File: src/rtl/fnd_pkg.sv
`default_nettype none
// ============================================================================
// Module      : fnd_pkg
// Description : Shared constants and segment lookup for the FND scan display.
// Revision    : 1.0 - initial release
// ============================================================================
package fnd_pkg;

  localparam logic [7:0] SEG_BLANK = 8'hFF;

  // Active-low {dp,g,f,e,d,c,b,a}; index 15 first, codes 10..15 dark
  localparam logic [15:0][7:0] SEG_TABLE = {
    8'hFF, 8'hFF, 8'hFF, 8'hFF, 8'hFF, 8'hFF,
    8'h90, 8'h80, 8'hF8, 8'h82, 8'h92, 8'h99, 8'hB0, 8'hA4, 8'hF9, 8'hC0
  };

  function automatic logic [7:0] seg_lookup(input logic [3:0] value);
    return SEG_TABLE[value];
  endfunction

endpackage
`default_nettype wire

File: src/rtl/fnd_tick_gen.sv
`default_nettype none
// ============================================================================
// Module      : fnd_tick_gen
// Description : Free-running prescaler, one-cycle tick every DIV clocks.
// Revision    : 1.0 - initial release
// ============================================================================
module fnd_tick_gen #(
  parameter int DIV = 4
) (
  input  logic clk,
  input  logic reset,
  output logic tick
);

  localparam int c_cnt_w = (DIV > 1) ? $clog2(DIV) : 1;
  localparam logic [c_cnt_w-1:0] c_last = c_cnt_w'(DIV - 1);

  logic [c_cnt_w-1:0] r_cnt;

  assign tick = (r_cnt == c_last);

  always_ff @(posedge clk or negedge reset) begin
    if (!reset) begin
      r_cnt <= '0;
    end else if (tick) begin
      r_cnt <= '0;
    end else begin
      r_cnt <= r_cnt + c_cnt_w'(1);
    end
  end

endmodule
`default_nettype wire

File: src/rtl/fnd_scan_controller.sv
`default_nettype none
// ============================================================================
// Module      : fnd_scan_controller
// Description : Multiplexed 7-segment scan driver with double-buffered image,
//               leading-zero blanking, per-digit blink and PWM brightness.
// Revision    : 1.0 - initial release
// ============================================================================
module fnd_scan_controller
  import fnd_pkg::*;
#(
  parameter int NUM_DIGITS  = 4,
  parameter int CLK_FREQ_HZ = 100_000_000,
  parameter int SCAN_HZ     = 1_000,
  parameter int BLINK_HZ    = 2
) (
  input  logic                    clk,
  input  logic                    reset,
  input  logic                    load_valid,
  output logic                    load_ready,
  input  logic [NUM_DIGITS*4-1:0] bcd_in,
  input  logic [NUM_DIGITS-1:0]   dp_in,
  input  logic [NUM_DIGITS-1:0]   blink_en,
  input  logic                    lz_blank,
  input  logic [3:0]              brightness,
  output logic [NUM_DIGITS-1:0]   fnd_digit,
  output logic [7:0]              fnd_data,
  output logic                    frame_done
);

  localparam int c_tick_div  = CLK_FREQ_HZ / SCAN_HZ;
  localparam int c_blink_div = CLK_FREQ_HZ / (2 * BLINK_HZ);
  localparam int c_idx_w     = $clog2(NUM_DIGITS);
  localparam logic [c_idx_w-1:0]    c_last_idx  = c_idx_w'(NUM_DIGITS - 1);
  localparam logic [NUM_DIGITS-1:0] c_digit_one = NUM_DIGITS'(1);

  logic                    w_scan_tick;
  logic                    w_blink_tick;
  logic                    w_wrap;
  logic                    w_accept;
  logic                    w_drive;
  logic                    w_blank;
  logic                    w_upper_zero;
  logic [NUM_DIGITS-1:0]   w_lz_vec;
  logic [3:0]              w_cur_bcd;
  logic [7:0]              w_cur_seg;

  logic [NUM_DIGITS*4-1:0] r_shadow_bcd;
  logic [NUM_DIGITS-1:0]   r_shadow_dp;
  logic [NUM_DIGITS-1:0]   r_shadow_blink;
  logic                    r_pending;
  logic [NUM_DIGITS*4-1:0] r_act_bcd;
  logic [NUM_DIGITS-1:0]   r_act_dp;
  logic [NUM_DIGITS-1:0]   r_act_blink;
  logic                    r_act_valid;
  logic [c_idx_w-1:0]      r_idx;
  logic                    r_frame_done;
  logic                    r_blink_phase;
  logic [3:0]              r_pwm_cnt;
  logic [NUM_DIGITS-1:0]   r_fnd_digit;
  logic [7:0]              r_fnd_data;

  fnd_tick_gen #(.DIV(c_tick_div)) u_scan_tick (
    .clk   (clk),
    .reset (reset),
    .tick  (w_scan_tick)
  );

  fnd_tick_gen #(.DIV(c_blink_div)) u_blink_tick (
    .clk   (clk),
    .reset (reset),
    .tick  (w_blink_tick)
  );

  assign w_wrap     = w_scan_tick && (r_idx == c_last_idx);
  assign w_accept   = load_valid && !r_pending;
  assign load_ready = !r_pending;
  assign frame_done = r_frame_done;
  assign fnd_digit  = r_fnd_digit;
  assign fnd_data   = r_fnd_data;

  // A digit is a leading zero when it and every digit above it are zero
  always_comb begin
    w_lz_vec     = '0;
    w_upper_zero = 1'b1;
    for (int i = NUM_DIGITS - 1; i > 0; i--) begin
      w_upper_zero = w_upper_zero && (r_act_bcd[4*i +: 4] == 4'd0);
      w_lz_vec[i]  = w_upper_zero;
    end
  end

  assign w_cur_bcd = r_act_bcd[4*int'(r_idx) +: 4];
  assign w_cur_seg = seg_lookup(w_cur_bcd);
  assign w_drive   = (brightness == 4'hF) || (r_pwm_cnt < brightness);
  assign w_blank   = !r_act_valid
                   || (lz_blank && w_lz_vec[r_idx])
                   || (r_act_blink[r_idx] && r_blink_phase);

  // Image double buffer: the shadow only reaches the display at a frame wrap
  always_ff @(posedge clk or negedge reset) begin
    if (!reset) begin
      r_shadow_bcd   <= '0;
      r_shadow_dp    <= '0;
      r_shadow_blink <= '0;
      r_pending      <= 1'b0;
      r_act_bcd      <= '0;
      r_act_dp       <= '0;
      r_act_blink    <= '0;
      r_act_valid    <= 1'b0;
    end else begin
      if (w_wrap && r_pending) begin
        r_act_bcd   <= r_shadow_bcd;
        r_act_dp    <= r_shadow_dp;
        r_act_blink <= r_shadow_blink;
        r_act_valid <= 1'b1;
        r_pending   <= 1'b0;
      end else if (w_accept) begin
        r_shadow_bcd   <= bcd_in;
        r_shadow_dp    <= dp_in;
        r_shadow_blink <= blink_en;
        r_pending      <= 1'b1;
      end
    end
  end

  always_ff @(posedge clk or negedge reset) begin
    if (!reset) begin
      r_idx         <= '0;
      r_frame_done  <= 1'b0;
      r_blink_phase <= 1'b0;
      r_pwm_cnt     <= 4'd0;
    end else begin
      r_frame_done <= w_wrap;
      r_pwm_cnt    <= r_pwm_cnt + 4'd1;
      if (w_scan_tick) begin
        r_idx <= w_wrap ? '0 : r_idx + c_idx_w'(1);
      end
      if (w_blink_tick) begin
        r_blink_phase <= !r_blink_phase;
      end
    end
  end

  always_ff @(posedge clk or negedge reset) begin
    if (!reset) begin
      r_fnd_digit <= '1;
      r_fnd_data  <= SEG_BLANK;
    end else if (w_drive && !w_blank) begin
      r_fnd_digit <= ~(c_digit_one << r_idx);
      r_fnd_data  <= {~r_act_dp[r_idx], w_cur_seg[6:0]};
    end else begin
      r_fnd_digit <= '1;
      r_fnd_data  <= SEG_BLANK;
    end
  end

endmodule
`default_nettype wire
File: config.mk
export PLATFORM = sky130hd
export DESIGN_NAME = fnd_scan_controller
export DESIGN_NICKNAME = d
export VERILOG_FILES = /design/src/rtl/fnd_pkg.sv /design/src/rtl/fnd_tick_gen.sv /design/src/rtl/fnd_scan_controller.sv
export SDC_FILE = /design/constraint.sdc
export NUM_CORES = 1
export LEC_CHECK = 0
export ABC_AREA = 1
export CORE_MARGIN = 1
export CORE_UTILIZATION = 50
export DETAILED_ROUTE_END_ITERATION = 8
export DONT_BUFFER_PORTS = 1
export PLACE_DENSITY = 0.68
export SKIP_LAST_GASP = 1
export SLEW_MARGIN = 20
export SYNTH_ARGS = -nofsm -noshare
export SYNTH_HDL_FRONTEND = slang
export SYNTH_SLANG_ARGS = --single-unit
File: constraint.sdc
create_clock -name clk -period 1.6 [get_ports clk]
set_clock_uncertainty 0.05 [all_clocks]
set_input_delay 0.32 -clock clk [delete_from_list [all_inputs] [get_ports clk]]
set_output_delay 0.32 -clock clk [all_outputs]
set_load 0.05 [all_outputs]
==> metrics.yaml, run 1 <==
outcome: "complete, but fails checks"
violations: "hold timing, setup timing"
yosys-top-cells-count: "nand2_1, inv_1, nor2_1"
place_inst: 939
drt_iter0_markers: 273
syn-num-nets: 823
async_flop_share_pct: 100
swShare_pct: 21.8
internal_power_mw: 4.10
cts.clk_slew.worst_paths_ns: 0.08
synth_most_common_cell: "nand2_1"
die_w_um: 110
max_freq_ghz: 0.598
reg2regPathDepth: 11
yosysTopAreaCell: "dfrtp_1"
area_growth_pct: 19.8
required_ns: 1.84
total_power_mw: 5.24
yosysUniqueCellTypes: 30
final.period_utilization_pct: 104
netlist.area_leader.share_pct: 42.5
maxSlewHeadroom_pct: 70.7
pwr_density_cell_nw_per_um2: 743
p_leak_nw: 3.77
cp-start-kind: "flop"
dieHeight_um: 110
slowest_delay_ns: 0.47
layout.nets: 875
cp_common_cell: "nor2_1"
setup-violations-final: 7
critPathBufInv: 4
cp_top_family: "simple AND/OR/NAND/NOR gates"
ys.flop_type: "dfrtp_1"
r2r-start: "r_idx[0]"
htreeDepth: 3
rows: 39
wl_per_cell_um: 13.1
synth_area_sq_um: 5890
ys_warn_count: 0
first_pass_iters: 5
arrival_ns: 1.91
cts_tree: "built"
pwr-share-comb_pct: 1.9
port_buffers: 0
rrSetupSlack_ns: -0.07
yosysSeqAreaShare_pct: 47.9
dpl.hpwl_um: 8730
grt_usage_pct: 21.6
root_buffer: "clkbuf_16"
grt_pass1_vias: 4690
hp-class: "input pin to asynchronous set/reset pin"
peakVddDrop_mv: 0.827
grt_pass1_wl_um: 21300
initial_utilization_pct: 51.3
die-area_sq_um: 12200
worst_hold_slack_ns: -0.407
synth_edf_count: 0
ctsLongestPathBuffers: 2
synth_area_leaders: "dfrtp_1, nand2_1, inv_1"
drc: 0
drive_gt1_share_pct: 19.9
avgSynthCellArea_sq_um: 7.58
place.gp.congestion: 0.859
critical_path.endpoint_type: "flop"
wl_um: 12800
p_sw_mw: 1.14
stdcell_count: 976
postSynthCellCount: 776
antenna_found_initial: 0
fp.coreArea_sq_um: 11500
path_class: "flop to flop"
diodes: 0
ys_ff_latch: 112
grt_max_degree: 113
cap_violations: 0
num_vias: 4875
hold_viol_final: 112
crit_fanout: 8
via_per_inst: 4.99
path_cells: "inv_4 -> buf_4 -> buf_4 -> nand2_1 -> nand3_2 -> nand2_4 -> inv_1 -> nor2_1 -> nor2_1 -> nor2_1 -> nand2_1"
clkPwrFrac_pct: 42.4
cts_sinks: 112
overflow: 0
rsz0062_at_grt: "true"
fill_cells: 999
crit_slowest_cell: "dfrtp_2"
min_period_ns: 1.67
power_frac_seq_pct: 55.7
io_pins: 46
layout_setup_ws_ns: -0.0713
clock_latency_ns: 0.36
reg2reg_to: "fnd_data[6]"
numCtsBuffers: 9
worstMarginPinSlew_ns: 0.439
antenna_left: 0
timing.final.max_slew_violations: 0
through the flow:
| stage | instance area (sq um) | worst slack (ns) | util [%] | TNS, ns |
|---|---|---|---|---|
| 2_1_floorplan | 5910 | -0.0181 | - | -0.0343 |
| 4_1_cts | 6770 | -0.0704 | 59.0 | -0.461 |
| 3_5_place_dp | 6290 | -0.129 | 54.8 | -2.12 |
| 3_3_place_gp | 6290 | -0.102 | 54.8 | -0.486 |
| 5_1_grt | 7050 | -0.180 | 61.5 | -2.92 |
| 6_report | 7050 | -0.0713 | 61.5 | -0.161 |
how the worst max path moves through the flow:
| stage | start | end | depth (start not counted) |
|---|---|---|---|
| finish | r_idx[0] | fnd_data[6] | 11 |
| global route | r_idx[0] | fnd_data[6] | 11 |
| CTS | r_idx[0] | fnd_data[6] | 11 |
| detailed placement | r_idx[0] | fnd_data[0] | 12 |
| global placement | r_idx[0] | fnd_data[6] | 11 |
| floorplan | r_idx[0] | fnd_data[6] | 13 |
worst reg2reg max path: cells and delay by family (launching register included):
family,cells,cell delay [ns]
buffers and inverters,4,0.41
flip-flops,1,0.47
AND/OR/NAND/NOR,7,0.68
metal layers:
metal / vias to the layer above / track usage (%) / part of all wire [%]
met5: - / 0 / 0
met4: 0 / 7.91 / 1.5
met3: 17 / 5.21 / 4.8
met2: 122 / 35.3 / 49
met1: 2262 / 28.0 / 45
li1: 2474 / - / -
registers in the layout, summed over array words and instances, names as in the netlist:
signal              flops
fnd_data                8
fnd_digit               4
frame_done              1
r_act_bcd              16
r_act_blink             4
r_act_dp                4
r_act_valid             1
r_blink_phase           1
r_idx                   2
r_pending               1
r_pwm_cnt               4
r_shadow_bcd           16
r_shadow_blink          4
r_shadow_dp             4
u_blink_tick.r_cnt     25
u_scan_tick.r_cnt      17
what timing repair did:
action / CTS / global route
pin swaps: 11 / 25
cloned: 3 / 2
hold endpoints to repair: 112 / 112
setup buffers: 10 / 8
resized for setup: 21 / 51
setup endpoints to repair: 36 / 64
power by group through the flow:
| stage | Combinational (mW) | Sequential (mW) | Clock (mW) |
|---|---|---|---|
| 3_3_place_gp | 0.0932 | 2.97 | 0 |
| 5_1_grt | 0.119 | 2.92 | 2.39 |
| 6_report | 0.101 | 2.92 | 2.22 |
| 4_1_cts | 0.101 | 2.92 | 2.28 |
| 3_5_place_dp | 0.101 | 2.97 | 0 |
| 2_1_floorplan | 0.0784 | 2.97 | 0 |
layout make-up:
class                      instances  area [sq um]  area share (%)
clock inverter                     4          35.0           0.497
timing repair buffer              61           543            7.70
inverter                         147           559            7.93
sequential                       112          2820            40.0
multi-input combinational        497          2660            37.7
tap                              143           179            2.54
clock buffer                      12           256            3.64
logic make-up (layout without fill, tap and decap cells):
family | after synthesis | count (layout) | share of synthesized area, %
buf+inv | 170 | 224 | 11.7
flops | 112 | 112 | 47.9
simple gates | 419 | 422 | 30.8
fa+ha+maj | 15 | 15 | 3.19
xor+xnor | 21 | 21 | 3.13
compound gates | 39 | 39 | 3.38
placed cells by master, fill, tap and decap left out, types with 2 or more instances in the layout:
| master | Yosys | layout |
|---|---|---|
| nand2_1 | 202 | 185 |
| inv_1 | 136 | 130 |
| nor2_1 | 108 | 101 |
| dfrtp_1 | 100 | 99 |
| buf_4 | 6 | 49 |
| nand3_1 | 46 | 35 |
| nand4_1 | 32 | 32 |
| a21oi_1 | 29 | 28 |
| nand2_2 | 5 | 16 |
| xor2_1 | 14 | 14 |
| inv_2 | 11 | 14 |
| nor3_1 | 13 | 13 |
| dfstp_2 | 12 | 12 |
| nand3_2 | 0 | 11 |
| clkbuf_16 | 0 | 10 |
| nor2_2 | 4 | 8 |
| ha_1 | 15 | 8 |
| buf_6 | 2 | 8 |
| xnor2_1 | 7 | 7 |
| nand2_4 | 0 | 6 |
| o21ai_0 | 5 | 5 |
| nand3_4 | 1 | 4 |
| nor2_4 | 1 | 4 |
| ha_4 | 0 | 4 |
| inv_4 | 0 | 3 |
| nand3b_1 | 3 | 3 |
| o21ai_1 | 3 | 3 |
| ha_2 | 0 | 3 |
| buf_12 | 0 | 3 |
| clkbuf_8 | 0 | 2 |
| clkinvlp_4 | 0 | 2 |
(Power assumes the default switching activity.)
==> inputs of run 2 (changes only) <==
- SLEW_MARGIN: 20 -> not set
==> results of run 2 <==
The final DEF is identical to that of run 1; final timing and power are the same.
==> inputs of run 3 (changes only) <==
- CORE_MARGIN: 1 -> 2
- SETUP_SLACK_MARGIN: not set -> 0.05
==> metrics.yaml, run 3 (synthesis results as in run 1) <==
wl_met3_um: 603
setup-violations-final: 4
cts_sinks: 112
largest-register: "u_blink_tick.r_cnt"
hold_viol_final: 112
grt_pass1_vias: 4675
max_freq_ghz: 0.613
p_leak_nw: 3.82
root_buffer: "clkbuf_16"
place.gp.congestion: 0.929
dpl.hpwl_um: 8620
diodes: 0
wl_um: 12700
cap_violations: 0
min_period_ns: 1.63
antenna_left: 0
largest_register_ffs: 25
drc: 0
grt_pass1_wl_um: 21400
top_layer: "met4"
arrival_ns: 1.86
port_buffers: 0
numCtsBuffers: 9
maxSlewHeadroom_pct: 70.9
critical_path.endpoint_type: "flop"
grt_max_degree: 113
final_cell_mix: "nand2_1, inv_1, nor2_1"
die_w_um: 112
rows: 39
htreeDepth: 3
wl_per_cell_um: 13.0
hp-class: "input pin to asynchronous set/reset pin"
initial_utilization_pct: 51.3
dieHeight_um: 112
die-area_sq_um: 12700
path_class: "flop to flop"
peakVddDrop_mv: 0.527
final_common_cell: "nand2_1"
final.period_utilization_pct: 102
dpl-instance-area_sq_um: 6330
via_per_inst: 5.00
post-place-ws_ns: -0.160
top_regs: "u_blink_tick.r_cnt (25), u_scan_tick.r_cnt (17)"
violations: "hold timing, setup timing"
layout_setup_ws_ns: -0.0306
num_vias: 4889
drt-met1-wl_um: 5850
worst_hold_slack_ns: -0.393
grt_usage_pct: 20.9
required_ns: 1.83
cts.clk_slew.worst_paths_ns: 0.07
fill_cells: 1014
finalInstanceArea_sq_um: 7050
layout.nets: 876
drive_gt1_share_pct: 20.6
fp.coreArea_sq_um: 11500
overflow: 0
timing.final.max_slew_violations: 0
outcome: "complete, but fails checks"
crit_fanout: 4
ctsLongestPathBuffers: 2
cts_tree: "built"
clock_latency_ns: 0.35
antenna_found_initial: 0
cp-start-kind: "flop"
pwr_density_cell_nw_per_um2: 741
rsz0062_at_grt: "true"
area_growth_pct: 19.8
first_pass_iters: 6
io_pins: 46
worstMarginPinSlew_ns: 0.437
dr_wl_met2_um: 6050
drt_iter0_markers: 232
total_power_mw: 5.23
## run 3: cell count changes in the layout (fill, tap and decap cells not counted), moves of 3 or more
cell,change
nand2_1,-3
inv_2,-3
dfrtp_2,+3
dfrtp_1,-3
## run 3: routing by layer
metal / track usage, % / up-vias
li1: - / 2483
met1: 28.4 / 2274
met2: 33.5 / 118
met3: 4.75 / 14
met4: 6.59 / 0
met5: 0 / -
## run 3: stage by stage
step	TNS [ns]	util, %	cells	hold WS (ns)
2_1_floorplan	-0.0337	-	776	-0.0256
3_5_place_dp	-3.22	55.2	944	-0.0202
5_1_grt	-1.87	61.5	977	-0.414
3_3_place_gp	-1.55	55.2	944	-0.0204
6_report	-0.0522	61.5	977	-0.393
4_1_cts	0	59.8	973	-0.399
## run 3: what timing repair did
item                       4_1_cts  5_1_grt
gates cloned                     3        0
buffers inserted                10        4
hold endpoints to repair       112      112
resized for setup               38       44
setup endpoints to repair       55       65
pin swaps                       14       18
## run 3: path summary, 6_finish.rpt
| kind | start | to | slack [ns] | cells after the start |
|---|---|---|---|---|
| setup reg to reg | r_idx[0] | fnd_data[6] | -0.03 | 11 |
| max in group asynchronous | reset | fnd_digit[3] | 1.67 | 0 |
| min in group clk | load_valid | r_pending | 0.03 | 1 |
| setup / recovery | r_idx[0] | fnd_data[6] | -0.03 | 11 |
| hold reg to reg | r_act_valid | r_act_valid | 0.43 | 2 |
| hold / removal | reset | u_scan_tick.r_cnt[14] | -0.39 | 0 |
## run 3: layout make-up
class	instances	area, sq um	area share, %
Clock buffer	11	253	3.59
Clock inverter	5	38.8	0.550
Inverter	147	568	8.06
Multi-Input combinational cell	497	2660	37.7
Sequential cell	112	2820	40.0
Tap cell	143	179	2.54
Timing Repair Buffer	62	528	7.49
## run 3: critical path, stage by stage (launching register included)
cell and delay, ns:
dfrtp_2 0.46, buf_6 0.15, nand2_2 0.05, nand3_2 0.08
nand2_4 0.12, inv_4 0.06, ha_4 0.14, nand3b_1 0.18
nand2_1 0.08, nor2_1 0.04, nor2_1 0.09, nand2_1 0.05
## run 3: where the power goes
part	switching, mW	total (mW)	internal (mW)
registers	0.0165	2.92	2.90
logic	0.0641	0.100	0.0362
clock network	1.05	2.21	1.16
total	1.13	5.23	4.09
==> RTL change: new RTL, flow settings as in run 2 <==
`CLK_FREQ_HZ`: 100_000_000 -> 200_000_000.
--- a/src/rtl/fnd_scan_controller.sv
+++ b/src/rtl/fnd_scan_controller.sv
@@ -9,7 +9,7 @@
   import fnd_pkg::*;
 #(
   parameter int NUM_DIGITS  = 4,
-  parameter int CLK_FREQ_HZ = 100_000_000,
+  parameter int CLK_FREQ_HZ = 200_000_000,
   parameter int SCAN_HZ     = 1_000,
   parameter int BLINK_HZ    = 2
 ) (
Behaviour: no difference found for any inputs over 10 cycles, from zero or initial values and one cycle with reset low; that may be too few to reach the edited logic, so the function may still have changed.
==> RTL change against run 2 <==
The flow still finishes with violations (hold timing, setup timing). Routed wire length rose by 8.4%. Synthesized area fell by 1.5%. Power rose by 29%. Final cell count fell by 4.6%. Design area rose by 9.7%. Worst setup slack improved by 33 ps. Maximum frequency rose by 2.0%. Via count fell by 0.64%. Sequential cell count rose by 2. Largest cell class is now multi-input combinational cells.
==> RTL change: results (changes against run 2) <==
The instance area at placement came out at 0.00618 sq mm (-1.7%). The final net count is 826 (-5.6%). The fraction of layout instances using a drive strength above 1 was 0.305 (+0.105). The largest net degree at the start of global routing is 115 (+1.8%).

The register clock-pin slew on the reported worst setup and hold paths came out at 50 ps (-30 ps). The worst-case headroom to the max-slew limit is 0.701 (-0.00660). The length in cells of the worst reg-to-reg path came out at 10 (-1). The number of iterations in the first detailed-routing pass came out at 5 (unchanged). The cell total after placement is 848 (-9.7%).

The flow ran to the end, but the final reports show violations. The leakage dissipation is 0.00372 uW (-1.2%). The count of endpoints failing setup in the final report came out at 11 (+4).

The global-route wire length before repair is 21400 microns (+0.55%). The final reports fail on hold timing, setup timing. The cell-internal power is 5400 uW (+32%). The synthesized netlist cell count came out at 688 (-11%). The total of fill cells in the finished design was 804 (-20%). The reported net switching power came out at 1350 uW (+18%). The via count of the routed design is 4844 (-0.64%). The worst hold-check slack came to -451 ps (-43.7 ps).

The arrival time of data at the critical path endpoint was 1940 ps (+30 ps). The violation count after the first detailed-route iteration is 285 (+4.4%). The largest registers in the layout are u_blink_tick.r_cnt x26, u_scan_tick.r_cnt x18. The post-detailed-placement half-perimeter wirelength was 8550 microns (-2.1%). The clock network power share is 0.537 (+0.113).

The final weighted congestion in routability-driven placement is 0.912 (+6.2%). The wire length per cell came out at 14.9 microns (+14%). The worst register-to-register path begins at r_idx[0]$_DFFE_PN0N_. The total global routing track utilization came out at 0.235 (+0.0191). By area the synthesized netlist is led by sky130_fd_sc_hd__dfrtp_1 44%, sky130_fd_sc_hd__nand2_1 13%, sky130_fd_sc_hd__nand3_1 5.8%. The total CTS buffers is 17 (+8). The summed negative setup slack over all endpoints is -231 ps (-70.0 ps).

The sequential power was 3000 uW (+3%). The sequential share of the synthesized area came out at 0.495 (+0.0161). The final hold violation count is 114 (+1.8%). The startpoint kind of the worst setup timing path is a register.

The placement-stage worst setup slack came out at -24.9 ps (+105 ps). The final worst-path setup slack is -38.0 ps (+33.3 ps). The number of global-route vias before repair is 4627 (-1.3%). The peak supply drop is 0.893 mV (+8.0%).

The depth of the CTS H-tree came out at 4 (+1).
## RTL change: cell types whose count changed after synthesis, moves of 5 or more
| cell | run 2 | this run |
|---|---|---|
| sky130_fd_sc_hd__inv_1 | 136 | 72 |
| sky130_fd_sc_hd__nand4_1 | 32 | 6 |
| sky130_fd_sc_hd__mux2_2 | 0 | 24 |
| sky130_fd_sc_hd__a21oi_1 | 29 | 8 |
| sky130_fd_sc_hd__nand3_1 | 46 | 67 |
| sky130_fd_sc_hd__nor2_1 | 108 | 87 |
| sky130_fd_sc_hd__clkbuf_1 | 6 | 0 |
| sky130_fd_sc_hd__xor2_1 | 14 | 19 |
## RTL change: metal layers
metal / up-vias / wire [microns] / global-route usage
met5: - / 0 / 0
met4: 0 / 357 / 0.111
met3: 29 / 706 / 0.0705
met2: 163 / 6980 / 0.371
met1: 2302 / 5860 / 0.297
li1: 2350 / - / -
## RTL change: worst reg2reg max path, stage by stage, from the launching register on
cell and delay (ps):
sky130_fd_sc_hd__dfrtp_2 480, sky130_fd_sc_hd__buf_6 160, sky130_fd_sc_hd__nand2_4 50, sky130_fd_sc_hd__nand3_2 60, sky130_fd_sc_hd__and2_4 190, sky130_fd_sc_hd__ha_4 150
sky130_fd_sc_hd__nand3b_1 190, sky130_fd_sc_hd__nand3_1 90, sky130_fd_sc_hd__nand2_1 50, sky130_fd_sc_hd__inv_1 40, sky130_fd_sc_hd__nand2_1 50
## RTL change: cell type report
class	count	area (sq um)	area share
Multi-Input combinational cell	482	3020	0.390
Sequential cell	114	2870	0.371
Timing Repair Buffer	82	774	0.100
Clock buffer	21	460	0.0595
Inverter	81	323	0.0417
Tap cell	140	175	0.0226
Clock inverter	10	110	0.0142
Timing Repair inverter	1	7.51	0.000970
## RTL change: cell families after synthesis
| group | Yosys count | synth area share |
|---|---|---|
| AND/OR/NAND/NOR | 396 | 0.302 |
| flip-flops | 114 | 0.495 |
| buffers and inverters | 94 | 0.0689 |
| XOR/XNOR | 25 | 0.0378 |
| multiplexers | 24 | 0.0466 |
| AO/OA/AOI/OAI | 20 | 0.0179 |
| adder cells (fa/ha/maj) | 15 | 0.0324 |
## RTL change: path summary, 6_finish.rpt
check | end | slack, ps
worst min-delay path | u_scan_tick.r_cnt[17]$_DFF_PN0_ | -450
min in group clk | r_shadow_bcd[10]$_DFFE_PN0P_ | 320
worst max register to register | fnd_data[0]$_DFF_PN1_ | -40
max in group asynchronous | fnd_data[7]$_DFF_PN1_ | 1690
worst min register to register | r_pwm_cnt[0]$_DFF_PN0_ | 420
worst max-delay path | fnd_data[0]$_DFF_PN1_ | -40
## RTL change: timing repair
item	CTS	global route
endpoints found under the setup margin	38	64
pin swaps	1	50
gates cloned	0	5
hold buffers	24	1
hold endpoints to repair	138	115
resized for setup	7	131
buffers inserted	2	20
